===== src/rtl/uart_pkg.sv =====
// Shared UART definitions: receiver/transmitter FSM states and serial line levels.
package uart_pkg;

  typedef enum logic [2:0] {
    ST_IDLE,
    ST_START,
    ST_DATA,
    ST_PARITY,
    ST_STOP
  } uart_state_t;

  localparam logic LINE_IDLE = 1'b1;
  localparam logic START_BIT = 1'b0;
  localparam logic STOP_BIT  = 1'b1;

endpackage


===== src/rtl/sync_2ff.sv =====
// Two-flop synchronizer for a single asynchronous input, with a configurable reset level.
module sync_2ff #(
  parameter logic RESET_VAL = 1'b1
) (
  input  logic clk,
  input  logic reset,
  input  logic d,
  output logic q
);

  logic meta;

  always_ff @(posedge clk) begin
    if (reset) begin
      meta <= RESET_VAL;
      q    <= RESET_VAL;
    end else begin
      meta <= d;
      q    <= meta;
    end
  end

endmodule


===== src/rtl/uart_receiver_core.sv =====
// UART receive core: oversampled 8N1 recovery, LSB first, with one-cycle finish/frame_error strobes.
// Define UART_RX_PARITY_EN for 8E1 frames and a parity_error output.
module uart_receiver_core
  import uart_pkg::*;
#(
  parameter int unsigned DATA_BITS  = 8,
  parameter int unsigned OVERSAMPLE = 16
) (
  input  logic                 clk,
  input  logic                 reset,
  input  logic                 sample_tick,
  input  logic                 bit_in,
  output logic [DATA_BITS-1:0] d,
  output logic                 finish,
  output logic                 frame_error
`ifdef UART_RX_PARITY_EN
  ,
  output logic                 parity_error
`endif
);

  localparam int unsigned TW = $clog2(OVERSAMPLE);
  localparam int unsigned BW = $clog2(DATA_BITS + 1);

  localparam logic [TW-1:0] TICK_MID  = TW'(OVERSAMPLE / 2 - 1);
  localparam logic [TW-1:0] TICK_LAST = TW'(OVERSAMPLE - 1);
  localparam logic [BW-1:0] BIT_LAST  = BW'(DATA_BITS - 1);

  logic                 rx;
  uart_state_t          state;
  logic [TW-1:0]        tick_cnt;
  logic [BW-1:0]        bit_cnt;
  logic [DATA_BITS-1:0] shift_reg;
  logic                 armed;
`ifdef UART_RX_PARITY_EN
  logic                 parity_bit;
`endif

  sync_2ff #(
    .RESET_VAL(LINE_IDLE)
  ) u_sync (
    .clk  (clk),
    .reset(reset),
    .d    (bit_in),
    .q    (rx)
  );

  always_ff @(posedge clk) begin
    if (reset) begin
      state       <= ST_IDLE;
      tick_cnt    <= '0;
      bit_cnt     <= '0;
      shift_reg   <= '0;
      armed       <= 1'b0;
      d           <= '0;
      finish      <= 1'b0;
      frame_error <= 1'b0;
`ifdef UART_RX_PARITY_EN
      parity_bit   <= 1'b0;
      parity_error <= 1'b0;
`endif
    end else begin
      finish      <= 1'b0;
      frame_error <= 1'b0;
`ifdef UART_RX_PARITY_EN
      parity_error <= 1'b0;
`endif
      if (sample_tick) begin
        case (state)
          ST_IDLE: begin
            // Arming on a seen-high line keeps a held-low break from retriggering frames.
            if (rx == LINE_IDLE) begin
              armed <= 1'b1;
            end else if (armed) begin
              state    <= ST_START;
              tick_cnt <= '0;
            end
          end

          ST_START: begin
            if (tick_cnt == TICK_MID) begin
              tick_cnt <= '0;
              if (rx == START_BIT) begin
                state   <= ST_DATA;
                bit_cnt <= '0;
              end else begin
                state <= ST_IDLE;
              end
            end else begin
              tick_cnt <= tick_cnt + 1'b1;
            end
          end

          ST_DATA: begin
            if (tick_cnt == TICK_LAST) begin
              tick_cnt  <= '0;
              shift_reg <= {rx, shift_reg[DATA_BITS-1:1]};
              bit_cnt   <= bit_cnt + 1'b1;
              if (bit_cnt == BIT_LAST) begin
`ifdef UART_RX_PARITY_EN
                state <= ST_PARITY;
`else
                state <= ST_STOP;
`endif
              end
            end else begin
              tick_cnt <= tick_cnt + 1'b1;
            end
          end

`ifdef UART_RX_PARITY_EN
          ST_PARITY: begin
            if (tick_cnt == TICK_LAST) begin
              tick_cnt   <= '0;
              parity_bit <= rx;
              state      <= ST_STOP;
            end else begin
              tick_cnt <= tick_cnt + 1'b1;
            end
          end
`endif

          ST_STOP: begin
            if (tick_cnt == TICK_LAST) begin
              tick_cnt <= '0;
              state    <= ST_IDLE;
              if (rx == STOP_BIT) begin
                d <= shift_reg;
`ifdef UART_RX_PARITY_EN
                if ((^shift_reg) ^ parity_bit) begin
                  parity_error <= 1'b1;
                end else begin
                  finish <= 1'b1;
                end
`else
                finish <= 1'b1;
`endif
              end else begin
                frame_error <= 1'b1;
                armed       <= 1'b0;
              end
            end else begin
              tick_cnt <= tick_cnt + 1'b1;
            end
          end

          default: begin
            state    <= ST_IDLE;
            tick_cnt <= '0;
          end
        endcase
      end
    end
  end

endmodule


===== config.mk =====
export PLATFORM = sky130hd
export DESIGN_NAME = uart_receiver_core
export DESIGN_NICKNAME = d
export VERILOG_FILES = /design/src/rtl/uart_pkg.sv /design/src/rtl/sync_2ff.sv /design/src/rtl/uart_receiver_core.sv
export SDC_FILE = /design/constraint.sdc
export NUM_CORES = 1
export LEC_CHECK = 0
export BUFFER_PORTS_ARGS = -buffer_cell sky130_fd_sc_hd__buf_2
export CAP_MARGIN = 40
export CORE_ASPECT_RATIO = 1.25
export CORE_MARGIN = 8
export CORE_UTILIZATION = 45
export DETAILED_ROUTE_END_ITERATION = 6
export RECOVER_POWER = 50
export SYNTH_ARGS = -nofsm -noshare
export SYNTH_HDL_FRONTEND = slang
export SYNTH_SLANG_ARGS = --single-unit

===== constraint.sdc =====
create_clock -name clk -period 1.8 [get_ports clk]
set_input_delay 0.27 -clock clk [delete_from_list [all_inputs] [get_ports clk]]
set_output_delay 0.27 -clock clk [all_outputs]
set_load 0.1 [all_outputs]

* After elaboration in Yosys (flattened, before gate mapping)
Index checks and enable logic that the tools add are counted.
** Storage, ports and cells
- Output and inout bits :: 10
- Register bits :: 32
- Logic and storage cells :: 64
- Input port bits :: 4
** Cells by class
- Muxes and demuxes :: 23
- Bitwise gates (word level) :: 3
- Add/sub/neg operators :: 2
- Equality and inequality tests :: 15
- Reductions and logical operators :: 11
** Operators by type and width (number)
- $mux W4 :: 7
- $mux W3 :: 6
- $ne A2 B2 Y1 const B :: 8
- $pmux W3 S4 :: 1
- $pmux W4 S3 :: 1
- $reduce_and A5 Y1 :: 2
- $add A4 B1 Y4 const B :: 2
- $eq A4 B3 Y1 const B :: 2
- $pmux W4 S2 :: 1
- $reduce_and A7 Y1 :: 1
- $reduce_and A3 Y1 :: 2
- $mux W1 :: 5
- $eq A4 B4 Y1 const B :: 1
- $reduce_and A4 Y1 :: 1
- $reduce_bool A2 Y1 :: 2
- $reduce_or A4 Y1 :: 1
- $eq A3 B1 Y1 const B :: 1
- $eq A3 B2 Y1 const B :: 1
- $eq A3 B3 Y1 const B :: 1
- $logic_not A3 Y1 :: 1
- $not A1 Y1 :: 3
- $mux W2 :: 1
- $ne A2 B1 Y1 const B :: 1
- $pmux W1 S2 :: 1
- $reduce_or A2 Y1 :: 1

* Longest topological paths before layout
- Word-level depth :: 4
- Mapped depth :: 6
- Mapped depth without buffers :: 5

* By module
From an unflattened synthesis, not the netlist that was laid out.
** Unflattened totals
- Cell total of the unflattened synthesis :: 157
- Area, all modules :: 1428.9 µm²
** Modules (own cells, without submodules)
- uart_receiver_core :: area each 1376.3 µm², cells each 153, seq. area each 600.6 µm², times used 1
- sync_2ff :: area each 52.6 µm², cells each 4, seq. area each 40.0 µm², times used 1

* Worst setup path after synthesis
OpenSTA, ideal clock, no wires.
- Path kind :: reg2reg
- Start point :: register state[1]
- End point :: register bit_cnt[3]
- Setup slack :: 0.176 ns
- Buffers on the path :: 1
- Stages on the path, launching flop included :: 6
- Arrival time :: 1.493 ns
- Cell sequence :: dfxtp_1 > buf_4 > or4b_1 > a211o_1 > o21ai_0 > a21oi_1
** Between the ends
- Longest elaborated chain between the ends :: 3
- Elaborated cells on any way between the ends :: 8
- Those cells by class :: eq/ne: 5; mux: 1; reduce/logical: 2
** Ends and longest elaborated chain
- start: declaration :: RTL line uart_receiver_core.sv:30 : uart_state_t state;
- start signal: assignment :: RTL line uart_receiver_core.sv:50 : state <= ST_IDLE;
- start signal: assignment :: RTL line uart_receiver_core.sv:75 : state <= ST_START;
- start signal: assignment :: RTL line uart_receiver_core.sv:84 : state <= ST_DATA;
- $eq A3 B1 Y1 or $eq A3 B2 Y1 (tied branches) :: RTL line uart_receiver_core.sv:69 : case (state)
- $ne A2 B2 Y1 (no line) or $reduce_bool A2 Y1 (tied branches)
- $reduce_and A5 Y1 (no line)
- end signal: assignment :: RTL line uart_receiver_core.sv:98 : bit_cnt <= bit_cnt + 1'b1;
- end: declaration :: RTL line uart_receiver_core.sv:32 : logic [BW-1:0] bit_cnt;
Several ways; a longest one is shown, not always the timed one.
A chain may end at the register's enable or synchronous reset.

* Final worst setup path
- Start point :: register state[0]
- End point :: register tick_cnt[3]
** Between the ends
- Longest elaborated chain between the ends :: 3
- Elaborated cells on any way between the ends :: 9
- Those cells by class :: eq/ne: 5; mux: 1; reduce/logical: 3
** Ends and longest elaborated chain
- $eq A3 B3 Y1, or another cell as far along :: RTL line uart_receiver_core.sv:69
- $reduce_or A2 Y1 (no line) or $ne A2 B2 Y1 (tied branches)
- $pmux W4 S3 or $reduce_and A3 Y1 (tied branches)
- end signal: assignment :: RTL line uart_receiver_core.sv:90 : tick_cnt <= tick_cnt + 1'b1;
- end signal: assignment :: RTL line uart_receiver_core.sv:107 : tick_cnt <= tick_cnt + 1'b1;
- end signal: assignment :: RTL line uart_receiver_core.sv:143 : tick_cnt <= tick_cnt + 1'b1;
- end: declaration :: RTL line uart_receiver_core.sv:31 : logic [TW-1:0] tick_cnt;
Several ways; a longest one is shown, not always the timed one.

==> impl_metrics.env <==
export IMPL_fin_skew_ps=8.370
export IMPL_fin_nets=181
export IMPL_post_cts_buffers=0
export IMPL_fin_util=0.5240
export IMPL_vias_per_cell=5.425
export IMPL_dr_pass1_iters=4
export IMPL_layout_common_cells="30 x dfxtp_1, 25 x nand2_1, 16 x nor2_1, 14 x a21oi_1, 10 x clkbuf_2"
export IMPL_placementRows=22
export IMPL_crit_path_end="tick_cnt[3]"
export IMPL_crit_family="compound AO/OA/AOI/OAI gates"
export IMPL_slowest_stage="or3_4"
export IMPL_r2r_end="tick_cnt[3]"
export IMPL_synth_adder_area_share=0.01775
export IMPL_period_minus_slack_ps=1697
export IMPL_synth_seq_area_share=0.4543
export IMPL_synth_seq_cells=32
export IMPL_cp_end_kind="flip-flop"
export IMPL_synth_cell_area_mm2=0.001410
export IMPL_clock_sinks=32
export IMPL_cp_num_buf_inv=1
export IMPL_grt_pass1_wl_um=4761
export IMPL_max_slew_margin=0.6242
export IMPL_start_util=0.4743
export IMPL_cellPowerDensity_mw_per_mm2=754.6
export IMPL_gp_congestion=0.7938
export IMPL_synth_compound_area_frac=0.1384
export IMPL_die_area_mm2=0.005192
export IMPL_root_buffer="clkbuf_4"
export IMPL_route_detailed_drc=0
export IMPL_peakVddDrop_mv=0.4489
export IMPL_hpwlAfterDp_um=1958
export IMPL_path_clk_slew_ps=100
export IMPL_cp_arrival_ps=1950
export IMPL_port_buffers=13
export IMPL_cpPeakStageDelay_ps=410
export IMPL_syn_num_nets=165
export IMPL_antenna_found_initial=0
export IMPL_htreeDepth=2
export IMPL_crit_cells=5
export IMPL_max_freq_mhz=589.4
export IMPL_drive_gt1_frac=0.2159
export IMPL_holdBufCountCts=0
export IMPL_syn_to_final_growth_pct=10.47
export IMPL_io_pins=14
export IMPL_synth_async_reset_ratio=0
export IMPL_crit_path_start_kind="flip-flop"
export IMPL_tightest_slew_ps=563.7
export IMPL_finalNonFillerCells=212
export IMPL_syn_avg_cell_area_um2=8.869
export IMPL_rrSetupSlack_ps=100
export IMPL_worstSkewPairLatency_ps=330
export IMPL_cp_required_ps=2060
export IMPL_cts_buffers=5
export IMPL_synth_cells=159
export IMPL_tns_ps=0
export IMPL_grt_setup_unrepaired="no"
export IMPL_grt_pass1_vias=1075
export IMPL_core_mm2=0.002973
export IMPL_die_h_um=78.59
export IMPL_crit_type="flip-flop to flip-flop"
export IMPL_fin_crit_sh=0.9425
export IMPL_maxCapViolations=0
export IMPL_clock_path_buffers=2
export IMPL_final_common_cell="dfxtp_1"
export IMPL_slew_viol_final=0
export IMPL_crit_chain="or3_4, o21ai_1, clkbuf_1, nand2_1, a31oi_1"
export IMPL_outcome="finished, final reports clean"
export IMPL_cts_tree="built"
export IMPL_antenna_left=0
export IMPL_grt_use_total=0.1148
export IMPL_routed_via_count=1150
export IMPL_worstSetupStartpoint="state[0]"
export IMPL_synth_cell_types=38
export IMPL_ys_warn_count=0
export IMPL_hold_viol_final=0
export IMPL_synth_mux_area_frac=0.06389
export IMPL_synth_edff_count=0
export IMPL_synth_top_family_by_area="simple AND/OR/NAND/NOR gates"
export IMPL_timing_rr_start="state[0]"
export IMPL_p_total_mw=1.175
export IMPL_diodes=0
export IMPL_dieWidth_um=66.07
export IMPL_gr_total_overflow=0
export IMPL_grt_start_max_net_pins=32
export IMPL_min_path_type="primary input to flip-flop"
export IMPL_crit_path_max_fanout=10
export IMPL_setup_viol=0
export IMPL_dp_cells=204
export IMPL_r2r_cells=5
export IMPL_p_leak_nw=0.6371
export IMPL_synth_xor_xnor_area_share=0.006211
export IMPL_avgRoutedWirePerCell_um=13.08
export IMPL_n_fill_cell=294
export IMPL_drt_iter0_drc=53
export IMPL_wirelength_um=2772
export IMPL_ys_flop_type="dfxtp_1"
export IMPL_synthSimpleGateAreaFrac=0.2689
==> synthesized netlist by cell type (3+ instances only) <==
cell,instances,area (µm²)
clkbuf_1,3,11.26
nand4_1,3,18.77
o21ai_0,5,25.02
nand2_1,25,93.84
dfxtp_1,32,640.6
buf_2,3,15.01
mux2i_1,9,90.09
nand3_1,9,45.04
buf_6,3,33.78
a21oi_1,14,70.07
a211oi_1,3,22.52
nor3_1,3,15.01
nor2_1,16,60.06
==> power breakdown <==
group,switching (mW),total (mW),internal (mW)
Combinational,0.0265,0.0403,0.0137
Sequential,0.00360,0.716,0.712
Clock,0.234,0.419,0.186
Total,0.264,1.18,0.912
==> kinds of logic after synthesis <==
family          count (synthesis)
simple gates                   73
flops                          32
compound gates                 31
buf+inv                        11
mux                             9
fa+ha+maj                       2
xor+xnor                        1
==> area by class of cell <==
class / instances / area, µm² / area share
clock buffer: 6 / 51.30 / 0.03293
clock inverter: 2 / 10.01 / 0.006426
inverter: 1 / 3.754 / 0.002410
multi-input combinational: 116 / 698.2 / 0.4482
sequential: 32 / 643.1 / 0.4129
tap: 36 / 45.04 / 0.02892
timing repair buffer: 19 / 106.4 / 0.06827
==> stage by stage <==
stage	hold WS, ps	worst slack, ps	cell area (µm²)
floorplan	373.8	176.0	1410
global placement	391.2	136.8	1498
finish	129.2	103.5	1558
CTS	115.4	92.78	1559
global route	111.0	12.44	1558
detailed placement	403.4	108.0	1498
==> layer usage <==
metal / part of all wire / vias to the layer above / track usage
li1: - / 593 / -
met1: 0.42 / 524 / 0.1231
met2: 0.50 / 28 / 0.1955
met3: 0.057 / 5 / 0.03693
met4: 0.017 / 0 / 0.05782
met5: 0 / - / 0
==> worst min-delay path by stage <==
stage / start / end / slack [ps] / cells after the start
after CTS: bit_in / u_sync.meta / 120 / 2
after detailed placement: u_sync.meta / u_sync.q / 400 / 1
after floorplan: bit_in / u_sync.meta / 370 / 1
final: bit_in / u_sync.meta / 130 / 2
after global placement: u_sync.meta / u_sync.q / 390 / 1
after global routing: bit_in / u_sync.meta / 110 / 2
==> what timing repair did <==
item                                    in CTS  in global routing
hold endpoints to repair                     0                  0
resized for setup                            0                  2
endpoints found under the setup margin       0                  1
Note: power is estimated with default switching activity, not from simulation.
